File: src/rtl/fetch_stage_if.sv
// Instruction-memory request/acknowledge bus between the fetch stage (master)
// and the instruction memory (slave).
interface fetch_stage_if;
    logic        imem_req;
    logic [15:0] imem_addr;
    logic        imem_ack;
    logic [15:0] imem_rdata;

    modport master (
        output imem_req,
        output imem_addr,
        input  imem_ack,
        input  imem_rdata
    );

    modport slave (
        input  imem_req,
        input  imem_addr,
        output imem_ack,
        output imem_rdata
    );
endinterface

File: src/rtl/fetch_stage.sv
// IF stage: owns the PC, the instruction-memory request port and the IF/ID
// register, with a one-entry hold buffer for words that return while IF/ID is locked.
module fetch_stage #(
    parameter logic [15:0] RESET_PC  = 16'h0000,
    parameter logic [15:0] PC_STEP   = 16'd2,
    parameter logic [15:0] NOP_INSTR = 16'h0000
) (
    input  logic          clk,
    input  logic          reset,
    input  logic          pc_write,
    input  logic          if_id_lock,
    input  logic          if_id_flush,
    input  logic          jump_taken,
    input  logic [15:0]   jump_target,
    fetch_stage_if.master imem,
    output logic [15:0]   if_id_instr,
    output logic [15:0]   if_id_pc,
    output logic          if_id_valid,
    output logic          fetch_busy
);

    typedef enum logic [1:0] {
        FETCH   = 2'd0,
        HOLD    = 2'd1,
        DISCARD = 2'd2
    } state_t;

    state_t      state_reg;
    logic [15:0] pc_reg;
    logic [15:0] target_reg;
    logic        pending_reg;
    logic [15:0] hold_instr_reg;
    logic [15:0] hold_pc_reg;
    logic [15:0] if_id_instr_reg;
    logic [15:0] if_id_pc_reg;
    logic        if_id_valid_reg;

    logic        req;
    logic        accept;
    logic [15:0] target_aligned;
    logic [15:0] pc_inc;

    assign target_aligned = {jump_target[15:1], 1'b0};
    assign pc_inc         = pc_reg + PC_STEP;

    // PC is frozen while a request is outstanding, so it doubles as the
    // held request address, including the abandoned address in DISCARD.
    always_comb begin
        req = 1'b0;
        if (!reset) begin
            case (state_reg)
                FETCH:   req = pending_reg || pc_write;
                DISCARD: req = 1'b1;
                default: req = 1'b0;
            endcase
        end
    end

    assign accept = req && imem.imem_ack;

    always_ff @(posedge clk) begin
        if (reset) begin
            state_reg       <= FETCH;
            pc_reg          <= RESET_PC;
            target_reg      <= RESET_PC;
            pending_reg     <= 1'b0;
            hold_instr_reg  <= NOP_INSTR;
            hold_pc_reg     <= RESET_PC;
            if_id_instr_reg <= NOP_INSTR;
            if_id_pc_reg    <= RESET_PC;
            if_id_valid_reg <= 1'b0;
        end else begin
            // IF/ID register: flush wins over lock; a jump cycle drops any acked word.
            if (if_id_flush) begin
                if_id_instr_reg <= NOP_INSTR;
                if_id_valid_reg <= 1'b0;
            end else if (!jump_taken && !if_id_lock) begin
                if (state_reg == FETCH && accept) begin
                    if_id_instr_reg <= imem.imem_rdata;
                    if_id_pc_reg    <= pc_reg;
                    if_id_valid_reg <= 1'b1;
                end else if (state_reg == HOLD) begin
                    if_id_instr_reg <= hold_instr_reg;
                    if_id_pc_reg    <= hold_pc_reg;
                    if_id_valid_reg <= 1'b1;
                end
            end

            if (jump_taken) begin
                pending_reg <= 1'b0;
                if (req && !imem.imem_ack) begin
                    target_reg <= target_aligned;
                    state_reg  <= DISCARD;
                end else begin
                    pc_reg    <= target_aligned;
                    state_reg <= FETCH;
                end
            end else begin
                case (state_reg)
                    FETCH: begin
                        pending_reg <= req && !imem.imem_ack;
                        if (accept) begin
                            pc_reg <= pc_inc;
                            if (if_id_lock && !if_id_flush) begin
                                hold_instr_reg <= imem.imem_rdata;
                                hold_pc_reg    <= pc_reg;
                                state_reg      <= HOLD;
                            end
                        end
                    end
                    HOLD: begin
                        if (if_id_flush || !if_id_lock) state_reg <= FETCH;
                    end
                    DISCARD: begin
                        if (accept) begin
                            pc_reg    <= target_reg;
                            state_reg <= FETCH;
                        end
                    end
                    default: state_reg <= FETCH;
                endcase
            end
        end
    end

    assign imem.imem_req  = req;
    assign imem.imem_addr = pc_reg;
    assign if_id_instr    = if_id_instr_reg;
    assign if_id_pc       = if_id_pc_reg;
    assign if_id_valid    = if_id_valid_reg;
    assign fetch_busy     = (req && !imem.imem_ack) || (state_reg == DISCARD);

endmodule

File: src/flat_wrapper.sv
// flat-port wrapper written by rule: the top's interface ports become plain ports
module fetch_stage_flat 
#(
    parameter logic [15:0] RESET_PC  = 16'h0000,
    parameter logic [15:0] PC_STEP   = 16'd2,
    parameter logic [15:0] NOP_INSTR = 16'h0000
)
  (clk, reset, pc_write, if_id_lock, if_id_flush, jump_taken, jump_target, if_id_instr, if_id_pc, if_id_valid, fetch_busy, imem_imem_req, imem_imem_addr, imem_imem_ack, imem_imem_rdata);
  fetch_stage_if imem_i ();
  input  logic clk;
  input  logic reset;
  input  logic pc_write;
  input  logic if_id_lock;
  input  logic if_id_flush;
  input  logic jump_taken;
  input  logic [15:0] jump_target;
  output logic [15:0] if_id_instr;
  output logic [15:0] if_id_pc;
  output logic if_id_valid;
  output logic fetch_busy;
  output wire logic [$bits(imem_i.imem_req)-1:0] imem_imem_req;
  output wire logic [$bits(imem_i.imem_addr)-1:0] imem_imem_addr;
  input wire logic [$bits(imem_i.imem_ack)-1:0] imem_imem_ack;
  input wire logic [$bits(imem_i.imem_rdata)-1:0] imem_imem_rdata;
  assign imem_imem_req = imem_i.imem_req;
  assign imem_imem_addr = imem_i.imem_addr;
  assign imem_i.imem_ack = imem_imem_ack;
  assign imem_i.imem_rdata = imem_imem_rdata;
  fetch_stage #(.RESET_PC(RESET_PC), .PC_STEP(PC_STEP), .NOP_INSTR(NOP_INSTR)) u_core (.clk(clk), .reset(reset), .pc_write(pc_write), .if_id_lock(if_id_lock), .if_id_flush(if_id_flush), .jump_taken(jump_taken), .jump_target(jump_target), .imem(imem_i), .if_id_instr(if_id_instr), .if_id_pc(if_id_pc), .if_id_valid(if_id_valid), .fetch_busy(fetch_busy));
endmodule
File: config.mk
export PLATFORM = sky130hd
export DESIGN_NAME = fetch_stage_flat
export DESIGN_NICKNAME = d
export VERILOG_FILES = /design/src/rtl/fetch_stage_if.sv /design/src/rtl/fetch_stage.sv /design/src/flat_wrapper.sv
export SDC_FILE = /design/constraint.sdc
export NUM_CORES = 1
export LEC_CHECK = 0
export CAP_MARGIN = 25
export CORE_AREA = 2 2 88 107
export DETAILED_ROUTE_END_ITERATION = 10
export DIE_AREA = 0 0 90 109
export PLACE_DENSITY_LB_ADDON = 0.05
export SLEW_MARGIN = 25
export SYNTH_ARGS = -nofsm -noshare
export SYNTH_HDL_FRONTEND = slang
export SYNTH_SLANG_ARGS = --single-unit
File: constraint.sdc
create_clock -name clk -period 4.5 [get_ports clk]
set_clock_uncertainty 0.15 [all_clocks]
set_input_delay 0.45 -clock clk [delete_from_list [all_inputs] [get_ports clk]]
set_output_delay 0.45 -clock clk [all_outputs]
set_load 0.01 [all_outputs]
==> flow_summary.yaml <==
final_layout:
  antenna_cells: 0
  fin_util: 0.607
  syn_to_final_growth_pct: 24.1
  nNetsFinal: 610
  layout-drive-gt1-share: 0.0574
clocking:
  cts_tree: "built"
  cts_resized: 0
  clk_pin_slew_ps: 90
  cts_root_buf: "clkbuf_8"
  hold_buffers: 0
  clkSinkCount: 96
  clk_latency_ps: 370
  htree_num_levels: 3
  numCtsBuffers: 9
  clockBufferDepth: 2
  postCtsSetupBuffers: 0
timing:
  setup_viol: 0
  worstMarginPinSlew_ps: 1030
  max_freq_mhz: 335
  setup_tns_ps: 0
  rsz0062_at_grt: "no"
  relSlewSlack: 0.313
  worst_slack_ps: 1510
  fin_crit_sh: 0.664
  min_period_ps: 2990
  final-hold-violation-count: 0
  drv_slew: 0
synthesis:
  syn-instance-count: 512
  synth-edff-count: 0
  avgSynthCellArea_um2: 8.45
  syn-cell-area_mm2: 0.00433
  async_flop_share: 0
  ys_seq_area_frac: 0.444
  yosysTopAreaCell: "dfxtp_1"
  ys_top_cells_by_area: "dfxtp_1 (44%), mux2i_1 (11%), a211oi_1 (6.9%), nand2_1 (6.8%), nor2_1 (6.2%)"
  yosys_warnings: 0
  yosys.area.top_type_share: 0.444
  synth_flop_cell: "dfxtp_1"
  synth-seq-cells: 96
  synth.distinct_cells: 49
placement:
  gp_congestion: 0.822
  io_buffers: 86
  dpl.hpwl_mm: 6.70
  dp_slack_ps: 1420
setup_path:
  required_ps: 3900
  cp_max_fo: 8
  cp-start-kind: "input port"
  crit_type: "input port to output port"
  crit-reg2reg-launch: "u_core.state_reg[1]$_SDFFE_PP0P_"
  worstPathArrival_ps: 2390
  worstSetupStartpoint: "pc_write"
  worstSetupEndpointType: "output port"
routing:
  drt_iter0_drc: 162
  firstDrtPassIters: 4
  final_antenna_net_count: 0
  vias: 3748
  wirelength_mm: 9.94
  wl_per_cell_um: 14.3
  via_per_inst: 5.39
  route.detailed.drc: 0
floorplanning:
  die_h_um: 109
  io_pins: 90
  fp-row-count: 38
  dieArea_mm2: 0.00981
  initial_core_util: 0.489
  dieWidth_um: 90
  core_area_mm2: 0.00884
power:
  peakVddDrop_mv: 0.185
  leakagePower_uw: 0.00203
  powerDensity_mw_per_mm2: 302
global_routing:
  grt_pass1_wl_mm: 16.3
  gr-usage-all-layers: 0.204
  antenna_found_initial: 0
  grt_pass1_vias: 3269
  grt_overflow: 0
  grt_max_degree: 72
hold_path:
  worstHoldPathType: "input port to register"
  hold_start: "reset"
job:
  maxCapViolCount: 0
outcome:
  status: "finished, final reports clean"
-- synthesized netlist by cell type, drive strengths merged, types with 2 or more instances --
cell type	n
nor2b	2
nand2b	7
a32oi	3
nor4	2
a211oi	41
nand2	78
o21ai	10
xnor2	4
inv	2
and3	2
nand4	4
clkbuf	25
dfxtp	96
nand3	10
mux2i	47
a21oi	43
or4	3
nor3	8
and4	3
o211ai	2
and2	2
a221oi	3
nor2	71
o31a	2
or2	2
xor2	3
buf	21
-- cells by family after synthesis --
kind of cell    count (synthesis)  share of synthesized area
other cells                     1                   0.000866
buf+inv                        48                     0.0483
fa+ha+maj                       1                    0.00289
simple gates                  198                      0.202
xor+xnor                        7                     0.0142
mux                            47                      0.109
flops                          96                      0.444
compound gates                114                      0.179
-- per-stage QoR --
stage	total power [µW]	hold WS, ps	cells	instance area [µm²]
floorplan	1030	286	513	4330
finish	1620	285	695	5370
global placement	1130	291	679	5200
detailed placement	1130	296	679	5200
CTS	1640	271	695	5370
global route	1700	303	695	5370
-- placed cells by master (no fill, tap or decap), drive strengths merged, types with 10 or more instances in the layout --
| cell type | Yosys | final |
|---|---|---|
| dfxtp | 96 | 96 |
| clkdlybuf4s50 | 0 | 85 |
| nand2 | 78 | 78 |
| nor2 | 71 | 71 |
| mux2i | 47 | 47 |
| a21oi | 43 | 43 |
| a211oi | 41 | 41 |
| clkbuf | 25 | 11 |
| nand3 | 10 | 10 |
| o21ai | 10 | 10 |
-- layer usage --
layer | vias up | routed length, µm | track usage
li1 | 1910 | - | -
met1 | 1738 | 4660 | 0.271
met2 | 87 | 4690 | 0.326
met3 | 13 | 450 | 0.0311
met4 | 0 | 141 | 0.104
met5 | - | 0 | 0
-- path summary, 6_finish.rpt --
kind | end | slack [ps] | cells past startpoint
worst max-delay path | fetch_busy | 1510 | 5
worst min-delay path | u_core.target_reg[10]$_SDFFE_PP0P_ | 290 | 2
worst max register to register | u_core.target_reg[11]$_SDFFE_PP0P_ | 1930 | 5
worst min register to register | u_core.hold_pc_reg[3]$_SDFFE_PP0P_ | 310 | 2
-- layout make-up --
cell class | instances | area [µm²]
clock buffers | 11 | 141
clock inverters | 5 | 31.3
fillers | 822 | 3470
inverters | 2 | 7.51
multi-input cells | 369 | 2220
flip-flops and latches | 96 | 1920
well taps | 120 | 150
repair buffers | 92 | 901
-- where the power goes --
group / internal, µW / total, µW / switching, µW
combinational: 105 / 210 / 105
sequential: 870 / 904 / 33.4
clock: 215 / 508 / 292
total: 1190 / 1620 / 431
-- critical path, stage by stage --
cell and delay (ps):
clkdlybuf4s50_1 550, nor3_1 90, or4_1 600, nand2_1 140, clkdlybuf4s50_1 560
Note: power is estimated with default switching activity, not from simulation.
